`src/rtl/score_keeper_pkg.sv`:
```
// ---------------------------------------------------------------------------
// score_keeper_pkg
//   Shared definitions for the catch-game score keeper:
//     - game state encoding (IDLE / PLAY / OVER)
//     - winner codes driven on the winner output
//     - 2-digit BCD helpers used by both the per-player counter and the
//       win-check logic, so both agree on what "the next score" is.
// ---------------------------------------------------------------------------
package score_keeper_pkg;

    typedef enum logic [1:0] {
        ST_IDLE = 2'd0,
        ST_PLAY = 2'd1,
        ST_OVER = 2'd2
    } state_t;

    // winner = {P2 reached, P1 reached}
    localparam logic [1:0] WIN_NONE = 2'b00;
    localparam logic [1:0] WIN_P1   = 2'b01;
    localparam logic [1:0] WIN_P2   = 2'b10;
    localparam logic [1:0] WIN_TIE  = 2'b11;

    // Increment a packed {tens, ones} BCD pair. Ones roll 9 -> 0 with a carry
    // into tens; tens roll 9 -> 0 so the result never holds a code above 9.
    function automatic logic [7:0] bcd2_inc(input logic [7:0] v);
        logic [3:0] tens;
        logic [3:0] ones;
        tens = v[7:4];
        ones = v[3:0];
        if (ones == 4'd9) begin
            ones = 4'd0;
            tens = (tens == 4'd9) ? 4'd0 : tens + 4'd1;
        end else begin
            ones = ones + 4'd1;
        end
        return {tens, ones};
    endfunction

    // Convert a binary value 0..99 to packed {tens, ones} BCD.
    function automatic logic [7:0] to_bcd2(input int unsigned v);
        logic [3:0] tens;
        logic [3:0] ones;
        tens = 4'((v / 10) % 10);
        ones = 4'(v % 10);
        return {tens, ones};
    endfunction

endpackage

```
`src/rtl/score_keeper_bcd2_counter.sv`:
```
// ---------------------------------------------------------------------------
// bcd2_counter
//   Two-digit BCD up-counter holding one player's score.
//   Ports:
//     clk   in   1  rising-edge clock
//     rst   in   1  synchronous active-high reset, clears the count
//     clr   in   1  synchronous clear, wins over inc
//     inc   in   1  add one to the count this cycle
//     tens  out  4  tens digit (BCD)
//     ones  out  4  ones digit (BCD)
// ---------------------------------------------------------------------------
module bcd2_counter
    import score_keeper_pkg::*;
(
    input  logic       clk,
    input  logic       rst,
    input  logic       clr,
    input  logic       inc,
    output logic [3:0] tens,
    output logic [3:0] ones
);

    always_ff @(posedge clk) begin
        if (rst || clr) begin
            tens <= 4'd0;
            ones <= 4'd0;
        end else if (inc) begin
            {tens, ones} <= bcd2_inc({tens, ones});
        end
    end

endmodule

```
`src/rtl/score_keeper.sv`:
```
// ---------------------------------------------------------------------------
// score_keeper
//   Score and game-state keeper for the 2-player catch game. Feeds the
//   4-digit seven-segment display stage: D (leftmost) .. A (rightmost).
//   Parameters:
//     WIN_SCORE       decimal score that ends the game, 1..99
//     LOCKOUT_CYCLES  cycles a player's point input is ignored after an
//                     accepted point, >= 1
//   Ports:
//     clk        in   1  rising-edge clock
//     rst        in   1  synchronous active-high reset
//     p1_point   in   1  player-1 point request (level, acts on rising edge)
//     p2_point   in   1  player-2 point request (level, acts on rising edge)
//     new_game   in   1  clears scores and starts play (level)
//     D, C       out  4  player-1 tens, ones (BCD)
//     B, A       out  4  player-2 tens, ones (BCD)
//     playing    out  1  high while in PLAY
//     game_over  out  1  high while in OVER
//     winner     out  2  {P2 reached, P1 reached} in OVER, 00 otherwise
// ---------------------------------------------------------------------------
module score_keeper
    import score_keeper_pkg::*;
#(
    parameter int WIN_SCORE      = 15,
    parameter int LOCKOUT_CYCLES = 25_000_000
) (
    input  logic       clk,
    input  logic       rst,
    input  logic       p1_point,
    input  logic       p2_point,
    input  logic       new_game,
    output logic [3:0] D,
    output logic [3:0] C,
    output logic [3:0] B,
    output logic [3:0] A,
    output logic       playing,
    output logic       game_over,
    output logic [1:0] winner
);

    localparam int         LOCK_W   = $clog2(LOCKOUT_CYCLES + 1);
    localparam logic [7:0] WIN_BCD  = to_bcd2(WIN_SCORE);
    localparam logic [LOCK_W-1:0] LOCK_LOAD = LOCK_W'(LOCKOUT_CYCLES - 1);

    state_t            state;
    state_t            next_state;
    logic              playing_d;
    logic              game_over_d;
    logic [1:0]        winner_d;

    logic              p1_q;
    logic              p2_q;
    logic              p1_ev;
    logic              p2_ev;
    logic [LOCK_W-1:0] p1_lock;
    logic [LOCK_W-1:0] p2_lock;
    logic              p1_accept;
    logic              p2_accept;
    logic              p1_reach;
    logic              p2_reach;

    // ---------------------------------------------------------------
    // Rising-edge detection: a held level yields exactly one event.
    // ---------------------------------------------------------------
    always_ff @(posedge clk) begin
        if (rst) begin
            p1_q <= 1'b0;
            p2_q <= 1'b0;
        end else begin
            p1_q <= p1_point;
            p2_q <= p2_point;
        end
    end

    assign p1_ev = p1_point & ~p1_q;
    assign p2_ev = p2_point & ~p2_q;

    // A point only counts in PLAY, with no new_game this cycle and the
    // player's lockout window expired. new_game outranks any point.
    assign p1_accept = (state == ST_PLAY) && !new_game && p1_ev && (p1_lock == '0);
    assign p2_accept = (state == ST_PLAY) && !new_game && p2_ev && (p2_lock == '0);

    // ---------------------------------------------------------------
    // Per-player lockout: reload on accept, otherwise count down to 0.
    // Dropped events never reload, so bounce cannot extend the window.
    // ---------------------------------------------------------------
    always_ff @(posedge clk) begin
        if (rst) begin
            p1_lock <= '0;
        end else if (p1_accept) begin
            p1_lock <= LOCK_LOAD;
        end else if (p1_lock != '0) begin
            p1_lock <= p1_lock - LOCK_W'(1);
        end
    end

    always_ff @(posedge clk) begin
        if (rst) begin
            p2_lock <= '0;
        end else if (p2_accept) begin
            p2_lock <= LOCK_LOAD;
        end else if (p2_lock != '0) begin
            p2_lock <= p2_lock - LOCK_W'(1);
        end
    end

    // ---------------------------------------------------------------
    // Score counters. new_game clears in every state.
    // ---------------------------------------------------------------
    bcd2_counter u_p1_score (
        .clk  (clk),
        .rst  (rst),
        .clr  (new_game),
        .inc  (p1_accept),
        .tens (D),
        .ones (C)
    );

    bcd2_counter u_p2_score (
        .clk  (clk),
        .rst  (rst),
        .clr  (new_game),
        .inc  (p2_accept),
        .tens (B),
        .ones (A)
    );

    // Win check looks at the score the counter is about to take, so the
    // state moves to OVER on the same edge the winning point lands. Scores
    // only ever grow by one from below WIN_SCORE, so equality suffices.
    assign p1_reach = p1_accept && (bcd2_inc({D, C}) == WIN_BCD);
    assign p2_reach = p2_accept && (bcd2_inc({B, A}) == WIN_BCD);

    // ---------------------------------------------------------------
    // FSM: state register (outputs registered alongside the state).
    // ---------------------------------------------------------------
    always_ff @(posedge clk) begin
        if (rst) begin
            state     <= ST_IDLE;
            playing   <= 1'b0;
            game_over <= 1'b0;
            winner    <= WIN_NONE;
        end else begin
            state     <= next_state;
            playing   <= playing_d;
            game_over <= game_over_d;
            winner    <= winner_d;
        end
    end

    // ---------------------------------------------------------------
    // FSM: next-state logic.
    // ---------------------------------------------------------------
    always_comb begin
        next_state = state;
        unique case (state)
            ST_IDLE: begin
                if (new_game) next_state = ST_PLAY;
            end
            ST_PLAY: begin
                if (new_game)                 next_state = ST_PLAY;
                else if (p1_reach || p2_reach) next_state = ST_OVER;
            end
            ST_OVER: begin
                if (new_game) next_state = ST_PLAY;
            end
            default: next_state = ST_IDLE;
        endcase
    end

    // ---------------------------------------------------------------
    // FSM: output logic, computed from the upcoming state so the
    // registered outputs line up with the state they describe.
    // ---------------------------------------------------------------
    always_comb begin
        playing_d   = (next_state == ST_PLAY);
        game_over_d = (next_state == ST_OVER);
        winner_d    = WIN_NONE;
        if (next_state == ST_OVER) begin
            // Entering OVER latches who got there; staying in OVER holds it.
            if (state == ST_PLAY) winner_d = {p2_reach, p1_reach};
            else                  winner_d = winner;
        end
    end

endmodule

```
`config.mk`:
```
export PLATFORM = sky130hd
export DESIGN_NAME = score_keeper
export DESIGN_NICKNAME = d
export VERILOG_FILES = /design/src/rtl/score_keeper_pkg.sv /design/src/rtl/score_keeper_bcd2_counter.sv /design/src/rtl/score_keeper.sv
export SDC_FILE = /design/constraint.sdc
export NUM_CORES = 1
export LEC_CHECK = 0
export ABC_CLOCK_PERIOD_IN_PS = 6050
export CORE_MARGIN = 1.5
export CORE_UTILIZATION = 40
export CTS_CLUSTER_DIAMETER = 100
export CTS_CLUSTER_SIZE = 14
export DETAILED_ROUTE_END_ITERATION = 10
export SYNTH_ARGS = -nofsm -noshare
export SYNTH_HDL_FRONTEND = slang
export SYNTH_SLANG_ARGS = --single-unit
```
`constraint.sdc`:
```
create_clock -name clk -period 6.05 [get_ports clk]
set_clock_uncertainty 0.1 [all_clocks]
set_input_delay 0.9075 -clock clk [delete_from_list [all_inputs] [get_ports clk]]
set_output_delay 0.9075 -clock clk [all_outputs]
set_load 0.005 [all_outputs]
```
==> results of run 1 <==
-- where the power goes --
group	switching [mW]	internal [mW]	total [mW]
clock	0.177	0.199	0.375
sequential	0.179	0.632	0.810
combinational	0.842	0.532	1.37
-- path summary, 6_finish.rpt --
path | end | slack (ns) | cells after the start | startpoint
worst max-delay path | p2_lock[18] | 2.90 | 6 | new_game
worst max register to register | p2_lock[18] | 3.44 | 5 | p2_lock[10]
worst min register to register | winner[1] | 0.36 | 2 | winner[1]
worst min-delay path | winner[1] | 0.36 | 2 | winner[1]
-- sequential cells by signal, summed over array words and instances, names as in the netlist --
| register | flops |
|---|---|
| p2_q | 1 |
| state | 2 |
| winner | 2 |
| p1_q | 1 |
| u_p2_score.tens | 4 |
| u_p1_score.ones | 4 |
| game_over | 1 |
| u_p1_score.tens | 4 |
| p2_lock | 25 |
| playing | 1 |
| u_p2_score.ones | 4 |
| p1_lock | 25 |
-- worst register-to-register path, stage by stage, from the launching register on --
cell and delay, ns:
dfxtp_1 0.37, nor4_1 0.44, nand4_1 0.45, nor3_2 0.78, a311oi_1 0.11, a311oi_1 0.27
-- logic make-up after synthesis --
kind of cell / Yosys count
and+or+nand+nor: 190
buffers and inverters: 32
muxes: 4
AOI/OAI and AO/OA: 107
adders and majority gates: 3
DFF: 74
xor gates and xnor gates: 17
-- cell usage in the layout (no fill, tap or decap), types with 13 or more instances in the layout --
cell type and count:
dfxtp_1 74, inv_1 13, nand2_1 18, clkdlybuf4s50_1 24, nor3_1 30, nor2_1 38
a311oi_1 16, xnor2_1 14, a21oi_1 23, nor2b_1 15, a211oi_1 27, nor4_1 14
-- cell type report --
class                      instances  area [sq um]
fill                             878          4910
sequential                        74          1480
inverter                          13          48.8
timing repair buffer              26           255
clock inverter                     3          40.0
tap                              111           139
clock buffer                      12           145
multi-input combinational        321          2170
-- metal layers --
metal,vias up,track usage
li1,1678,-
met1,1537,0.231
met2,22,0.293
met3,8,0.0487
met4,0,0.0574
met5,-,0
==> metrics.md, run 1 <==
| Metric | Value |
|---|---|
| Top-count cell post-synth | dfxtp_1 |
| Syn nets | 435 |
| GPL Wtd Cong | between 0.7 and 0.8 |
| Status | completed |
| M1 WL | roughly 4200 um |
| WP data arrival | around 3.3 ns |
| H-tree levels | 3 |
| First-pass GRT wire length | 14500 um |
| Met3 Routed Length | 164 um |
| WL final | between 8000 and 9000 um |
| Synth area leaders | dfxtp_1 39%, a211oi_1 5.3%, nor3_1 4.0% |
| Crit-path cells | clkdlybuf4s50_1 -> nor3b_1 -> nand3b_1 -> nor3_2 -> a311oi_1 -> a311oi_1 |
| Clk slew on worst S/H paths | ~0.070 ns |
| Die Wd | between 100 and 150 um |
| Req. time, crit path | slightly above 6 ns |
| Hold WC Path Type | reg2reg |
| Post-DP HPWL | 5970 um |
| Max incr delay on CP | just under 0.8 ns |
| DIE AREA | 10100 sq um |
| Top-area cell type share of the netlist area | 0.391 |
| Antenna viol nets, final | 0 |
| CTS Root Cell | clkbuf_8 |
| Power Total | approximately 2.6 mW |
| Final worst path period share | 0.520 |
| Setup slack at placement | 2.55 ns |
| Pin count of the biggest net entering global routing | 37 |
| Crit end category | flip-flop |
| # hold bufs at CTS | 0 |
| Worst setup margin | approximately 2.9 ns |
| DRC violations left | 0 |
| Mean Syn Cell Area | 8.88 sq um |
| Gr usage total | 0.179 |
| Core footprint | 9200 sq um |
| Metal2 WL | roughly 3900 um |
| Initial core utilization | 0.412 |
| Synth Register Bits | 74 |
| DR vias | about 3200 |
| Top routing layer used | met4 |
| CP most frequent cell | a311oi_1 |
| Share of post-route cells with drive strength above 1 | 0.0846 |
| Primary FF master, synth | dfxtp_1 |
| Crit Path Max Fanout | 12 |
| Crit path max-delay family | simple AND/OR/NAND/NOR gates |
| Mux share of post-synthesis cell area | 0.0109 |
| RSZ-0062 raised after global routing | false |
| Slowest-stage cell, CP | nor3_2 |
| CTS buffer count | 9 |
| WL/cell | about 15 um |
| Drt first-iter violations | between 100 and 150 |
| Post-synth EDFFs | 0 |
| Post-layout util | 0.466 |
| CTS tree | built |
| Crit Path Category | in2reg |
| Post-synthesis xor/xnor area fraction | 0.0393 |
| VDD IR-drop max | 407 uV |
| Most frequent cells after synthesis | 74 x dfxtp_1, 38 x nor2_1, 30 x nor3_1 |
| CP Buf/Inv Count | 1 |
| Seq/Total Area, Yosys | 0.391 |
| Grt ovf | 0 |
| Synth Area in Compound Gates | 0.204 |
| Post-CTS Setup Bufs | 0 |
| Max_cap viols | 0 |
| Area growth from synthesis to layout | 13.0% |
| Leading area contributor after synthesis | dfxtp_1 |
| Adder-cell area share of the yosys netlist | 0.00990 |
| Worst rel slew slack | 0.436 |
| Hold_ws | around 0.36 ns |
| First-pass DRT Iterations | 5 |
| CP Launch Type | primary input |
| Clock Tree Buf Depth | 2 |
| Worst slew pin tran | ~0.84 ns |
| Highest clock rate | roughly 320 MHz |
| Simple-gate area share of the yosys netlist | 0.309 |
| Initial antenna violation count | 0 |
| Warnings, synthesis | 0 |
| Async S/R FF share, synth | 0 |
| Io pins | 25 |
| Fin cells | 560 |
| Chip Height | roughly 100 um |
| Setup_tns | 0 ns |
| Row Count | 35 |
| Via density | about 5.8 |
| # clock sinks | 74 |
| Largest family of logic cells by synthesized area | simple AND/OR/NAND/NOR gates |
| Vias in the first global route | between 3000 and 4000 |
| Mapped Area | around 3800 sq um |
| CTS resizes | 0 |
| Min cycle time layout | about 3.1 ns |
| Clock latency on the worst-skew pair | 0.35 ns |
| Slew Limit Fails | 0 |
| Lkg Pwr | about 1.4 nW |
| Final hold vios | 0 |
| Antenna fix cells | 0 |
| Number of buffers added on ports | 24 |
| Placement Cell Area | about 4100 sq um |
| Syn Inst Count | between 400 and 500 |
| Power Dens Cells | ~600 nW/um^2 |
| Final setup viols | 0 |
| NumNets Final | around 450 |
| Cell total after placement | 545 |
| Synth cell types | between 60 and 70 |
| Fin area | about 4300 sq um |
No activity file was read; power rests on OpenSTA's default activity.
==> run 2: changes to the inputs <==
Settings changed: ABC_CLOCK_PERIOD_IN_PS 6050 to 3200.
Clock period 6.05 ns to 3.2 ns, I/O delays scaled along.
==> metrics.md, run 2 (same netlist as run 1, synthesis figures left out) <==
| Metric | Value |
|---|---|
| Power Total | 4.98 mW |
| Req. time, crit path | 3.37 ns |
| Internal power | 2.70 mW |
| Final hold vios | 0 |
| Post-CTS Setup Bufs | 0 |
| WL/cell | approximately 15 um |
| Row Count | 35 |
| WL final | 8520 um |
| NumNets Final | ~460 |
| First-pass DRT Iterations | 4 |
| Commonest non-fill, non-tap cells in the layout | 74 x dfxtp_1, 38 x nor2_1, 30 x nor3_1 |
| Switching Share | 0.458 |
| VDD IR-drop max | about 770 uV |
| Share of post-route cells with drive strength above 1 | 0.101 |
| Worst r2r src | p2_lock[0] |
| Biggest registers after layout | p1_lock (25), p2_lock (25) |
| Crit Path Max Fanout | 7 |
| Slew Limit Fails | 0 |
| CTS buffer count | 9 |
| Min cycle time layout | between 2 and 3 ns |
| Highest clock rate | about 390 MHz |
| Status | completed |
| Grt ovf | 0 |
| DR vias | 3289 |
| DIE AREA | 10100 sq um |
| Worst Setup SP | p2_lock[0] |
| Fin area | roughly 4400 sq um |
| Worst setup margin | 0.666 ns |
| WP data arrival | about 2.7 ns |
| CTS resizes | 0 |
| Worst rel slew slack | 0.605 |
| Lkg Pwr | between 1 and 1.5 nW |
| Chip Height | 100 um |
| Setup slack at placement | about 0.4 ns |
| DRC violations left | 0 |
| Most common cell after layout, fill and taps aside | dfxtp_1 |
| Initial core utilization | 0.412 |
| Clock power share | 0.167 |
| P_sw | approximately 2.3 mW |
| Initial antenna violation count | 0 |
| CTS tree | built |
| CTS Root Cell | clkbuf_8 |
| RSZ-0062 raised after global routing | false |
| Via density | approximately 5.8 |
| Power Dens Cells | between 1000 and 1500 nW/um^2 |
| Worst slew pin tran | 0.592 ns |
| H-tree levels | 3 |
| Drt first-iter violations | 134 |
| Post-DP HPWL | between 6000 and 7000 um |
| First-pass GRT wire length | between 10000 and 15000 um |
| # clock sinks | 74 |
| Reg power frac | 0.306 |
| Area growth from synthesis to layout | 15.3% |
| Placement Cell Area | ~4100 sq um |
| CP Launch Type | flip-flop |
| GPL Wtd Cong | 0.784 |
| Antenna fix cells | 0 |
| Clk slew on worst S/H paths | around 0.080 ns |
| Number of buffers added on ports | 24 |
| Post-layout util | 0.475 |
| Crit end category | flip-flop |
| Max_cap viols | 0 |
| Final setup viols | 0 |
| Vias in the first global route | 3024 |
| Final worst path period share | 0.792 |
| Hold WC Path Type | reg2reg |
| Hold_sp | winner[0] |
| Io pins | 25 |
| Die Wd | about 100 um |
| Core footprint | 9200 sq um |
| Setup_tns | 0 ns |
| Clock latency on the worst-skew pair | about 0.35 ns |
| Pin count of the biggest net entering global routing | 21 |
| Antenna viol nets, final | 0 |
| Gr usage total | 0.176 |
| Crit Path Category | reg2reg |
| Clock Tree Buf Depth | 2 |
| # hold bufs at CTS | 0 |
| Combinational group share of total power | 0.527 |
| Fillers | 906 |
-- run 2: area by class of cell --
cell class,instances,area [sq um],area share
clock buffers,12,155,0.0355
clock inverters,4,73.8,0.0169
inverters,13,48.8,0.0112
multi-input cells,321,2170,0.497
flip-flops and latches,74,1480,0.339
well taps,111,139,0.0318
repair buffers,32,300,0.0687
-- run 2: worst paths after layout --
kind / end / slack [ns] / depth (start not counted)
worst max-delay path: p2_lock[16] / 0.67 / 7
worst min-delay path: winner[0] / 0.36 / 2
worst max register to register: p2_lock[16] / 0.67 / 7
worst min register to register: winner[0] / 0.36 / 2
-- run 2: per-layer routing --
metal	global-route usage	up-vias	wire length [um]
li1	-	1691	-
met4	0.0433	0	55
met3	0.0439	4	193
met2	0.285	28	4100
met1	0.235	1566	4170
met5	0	-	0
-- run 2: power by group through the flow --
stage	logic (mW)	registers, mW	clock network [mW]
after CTS	2.62	1.52	0.856
after detailed placement	2.60	1.54	0
after floorplan	2.18	1.46	0
final	2.63	1.52	0.831
after global placement	2.56	1.53	0
after global routing	2.94	1.57	0.897
-- run 2: per-stage QoR --
step,hold slack [ns],cells
final,0.357,567
after global routing,0.381,567
after CTS,0.363,567
after detailed placement,0.354,551
after global placement,0.346,551
after floorplan,0.348,427
-- run 2: critical path: stages (launching register included) --
cell,delay (ns)
dfxtp_1,0.35
inv_1,0.09
ha_1,0.24
or4b_2,0.71
nor4_4,0.36
nor3b_1,0.33
nor3_1,0.08
a211oi_1,0.20
==> run 3: changes to the inputs <==
Settings changed: ABC_CLOCK_PERIOD_IN_PS 3200 to 2500.
Clock period 3.2 ns to 2.5 ns, I/O delays scaled along.
==> metrics.md, run 3 (same netlist as run 1, synthesis figures left out) <==
| Metric | Value |
|---|---|
| DR vias | 3401 |
| Crit Path Category | reg2reg |
| CTS buffer count | 9 |
| FF/Latch Area | 1480 sq um |
| Status | completed |
| # clock sinks | 74 |
| Final setup viols | 0 |
| CTS tree | built |
| Gr usage total | 0.187 |
| Max_cap viols | 0 |
| WL final | 8750 um |
| H-tree levels | 3 |
| Initial core utilization | 0.412 |
| Power Dens Cells | 1500 nW/um^2 |
| Fillers | 914 |
| Clock Tree Buf Depth | 2 |
| Hold path cells | 2 |
| Worst rel slew slack | 0.589 |
| # hold bufs at CTS | 0 |
| Highest clock rate | approximately 440 MHz |
| Worst setup margin | about 0.22 ns |
| Clock latency on the worst-skew pair | approximately 0.35 ns |
| Reg2Reg Depth | 6 |
| Clk slew on worst S/H paths | ~0.08 ns |
| WP data arrival | 2.41 ns |
| Hold_sp | winner[0] |
| Internal power | ~3.9 mW |
| Hold WC Path Type | reg2reg |
| P_sw | ~3 mW |
| Row Count | 35 |
| Register-to-register setup slack | 0.22 ns |
| Pin count of the biggest net entering global routing | 21 |
| Worst r2r src | p2_lock[15] |
| NumNets Final | 484 |
| Io pins | 25 |
| WHS Endpoint | winner[0] |
| VDD IR-drop max | between 1000 and 1500 uV |
| Final worst path period share | 0.914 |
| DRC violations left | 0 |
| Worst Setup SP | p2_lock[15] |
| Most common cell after layout, fill and taps aside | dfxtp_1 |
| Number of buffers added on ports | 24 |
| Grt ovf | 0 |
| Drt first-iter violations | about 110 |
| Commonest non-fill, non-tap cells in the layout | 74 x dfxtp_1, 38 x nor2_1, 32 x buf_4 |
| Core footprint | 9200 sq um |
| Worst reg2reg path endpoint | u_p2_score.tens[3] |
| Biggest registers after layout | p1_lock (25), p2_lock (25) |
| Power Total | 6.88 mW |
| Share of post-route cells with drive strength above 1 | 0.148 |
| Combinational group share of total power | 0.548 |
| Chip Height | 100 um |
| Die Wd | between 100 and 150 um |
| First-pass DRT Iterations | 4 |
| CP Launch Type | flip-flop |
| Crit Path Max Fanout | 10 |
| Slew Limit Fails | 0 |
| Clock power share | 0.168 |
| Post-layout util | 0.500 |
| RSZ-0062 raised after global routing | false |
| Reg power frac | 0.284 |
| Initial antenna violation count | 0 |
| Vias in the first global route | between 3000 and 4000 |
| First-pass GRT wire length | between 15000 and 20000 um |
| Area growth from synthesis to layout | 21.4% |
| Worst slew pin tran | ~0.62 ns |
| Antenna fix cells | 0 |
| WL/cell | 14.8 um |
| Area occupied by multi-input gates | about 2200 sq um |
| DIE AREA | between 10000 and 15000 sq um |
| Req. time, crit path | 2.62 ns |
| Crit end category | flip-flop |
| Via density | roughly 5.7 |
| Post-DP HPWL | about 6400 um |
| Final hold vios | 0 |
| Min cycle time layout | roughly 2.3 ns |
| Lkg Pwr | around 1.6 nW |
| Switching Share | 0.436 |
| Antenna viol nets, final | 0 |
| Setup slack at placement | -0.145 ns |
| CTS Root Cell | clkbuf_8 |
| GPL Wtd Cong | between 0.8 and 0.9 |
[run 3: changes by cell type in the layout (fill, tap and decap cells not counted), sizes merged]
cell      change
clkinvlp      +1
buf          +25
clkinv        -2
bufinv        +1
[run 3: worst max-delay path by stage]
stage,endpoint,depth (start not counted)
3_3_place_gp,u_p1_score.tens[0],6
4_1_cts,p2_lock[16],7
3_5_place_dp,u_p1_score.tens[0],6
6_report,u_p2_score.tens[3],6
5_1_grt,p1_lock[10],7
2_1_floorplan,p2_lock[8],7
[run 3: metal layers]
layer	wire length, um	GRT usage
met1	4210	0.237
met3	231	0.0508
met2	4210	0.316
met5	0	0
met4	92	0.0466
[run 3: stage by stage]
stage | cell area, sq um | TNS, ns | instances | hold slack [ns]
after floorplan | 3790 | 0 | 427 | 0.348
after global placement | 4330 | -0.332 | 575 | 0.346
after detailed placement | 4330 | -0.911 | 575 | 0.350
after CTS | 4590 | 0 | 591 | 0.360
after global routing | 4600 | 0 | 592 | 0.389
final | 4600 | 0 | 592 | 0.359
[run 3: final cells by class]
type	instances	area share
Timing Repair Buffer	57	0.109
Clock inverter	4	0.0212
Clock buffer	12	0.0337
Inverter	13	0.0106
Multi-Input combinational cell	321	0.473
Tap cell	111	0.0302
Sequential cell	74	0.322
[run 3: power groups by stage]
stage          clock [mW]  sequential (mW)  combinational [mW]
6_report             1.16             1.95                3.77
3_5_place_dp            0             1.96                3.73
5_1_grt              1.25             2.01                4.19
2_1_floorplan           0             1.87                2.79
3_3_place_gp            0             1.96                3.67
4_1_cts              1.20             1.94                3.76
[run 3: worst max-delay path: stages, from the launching register on]
cell and delay (ns):
dfxtp_1 0.37, nor4_1 0.39, buf_4 0.23, nand4_2 0.26, nor4_4 0.49, mux2i_1 0.23
a31oi_1 0.09
[run 3: repair_timing]
action                                  4_1_cts  5_1_grt
gates resized for setup                       0        2
buffers inserted                              0        1
endpoints found under the setup margin        0        2
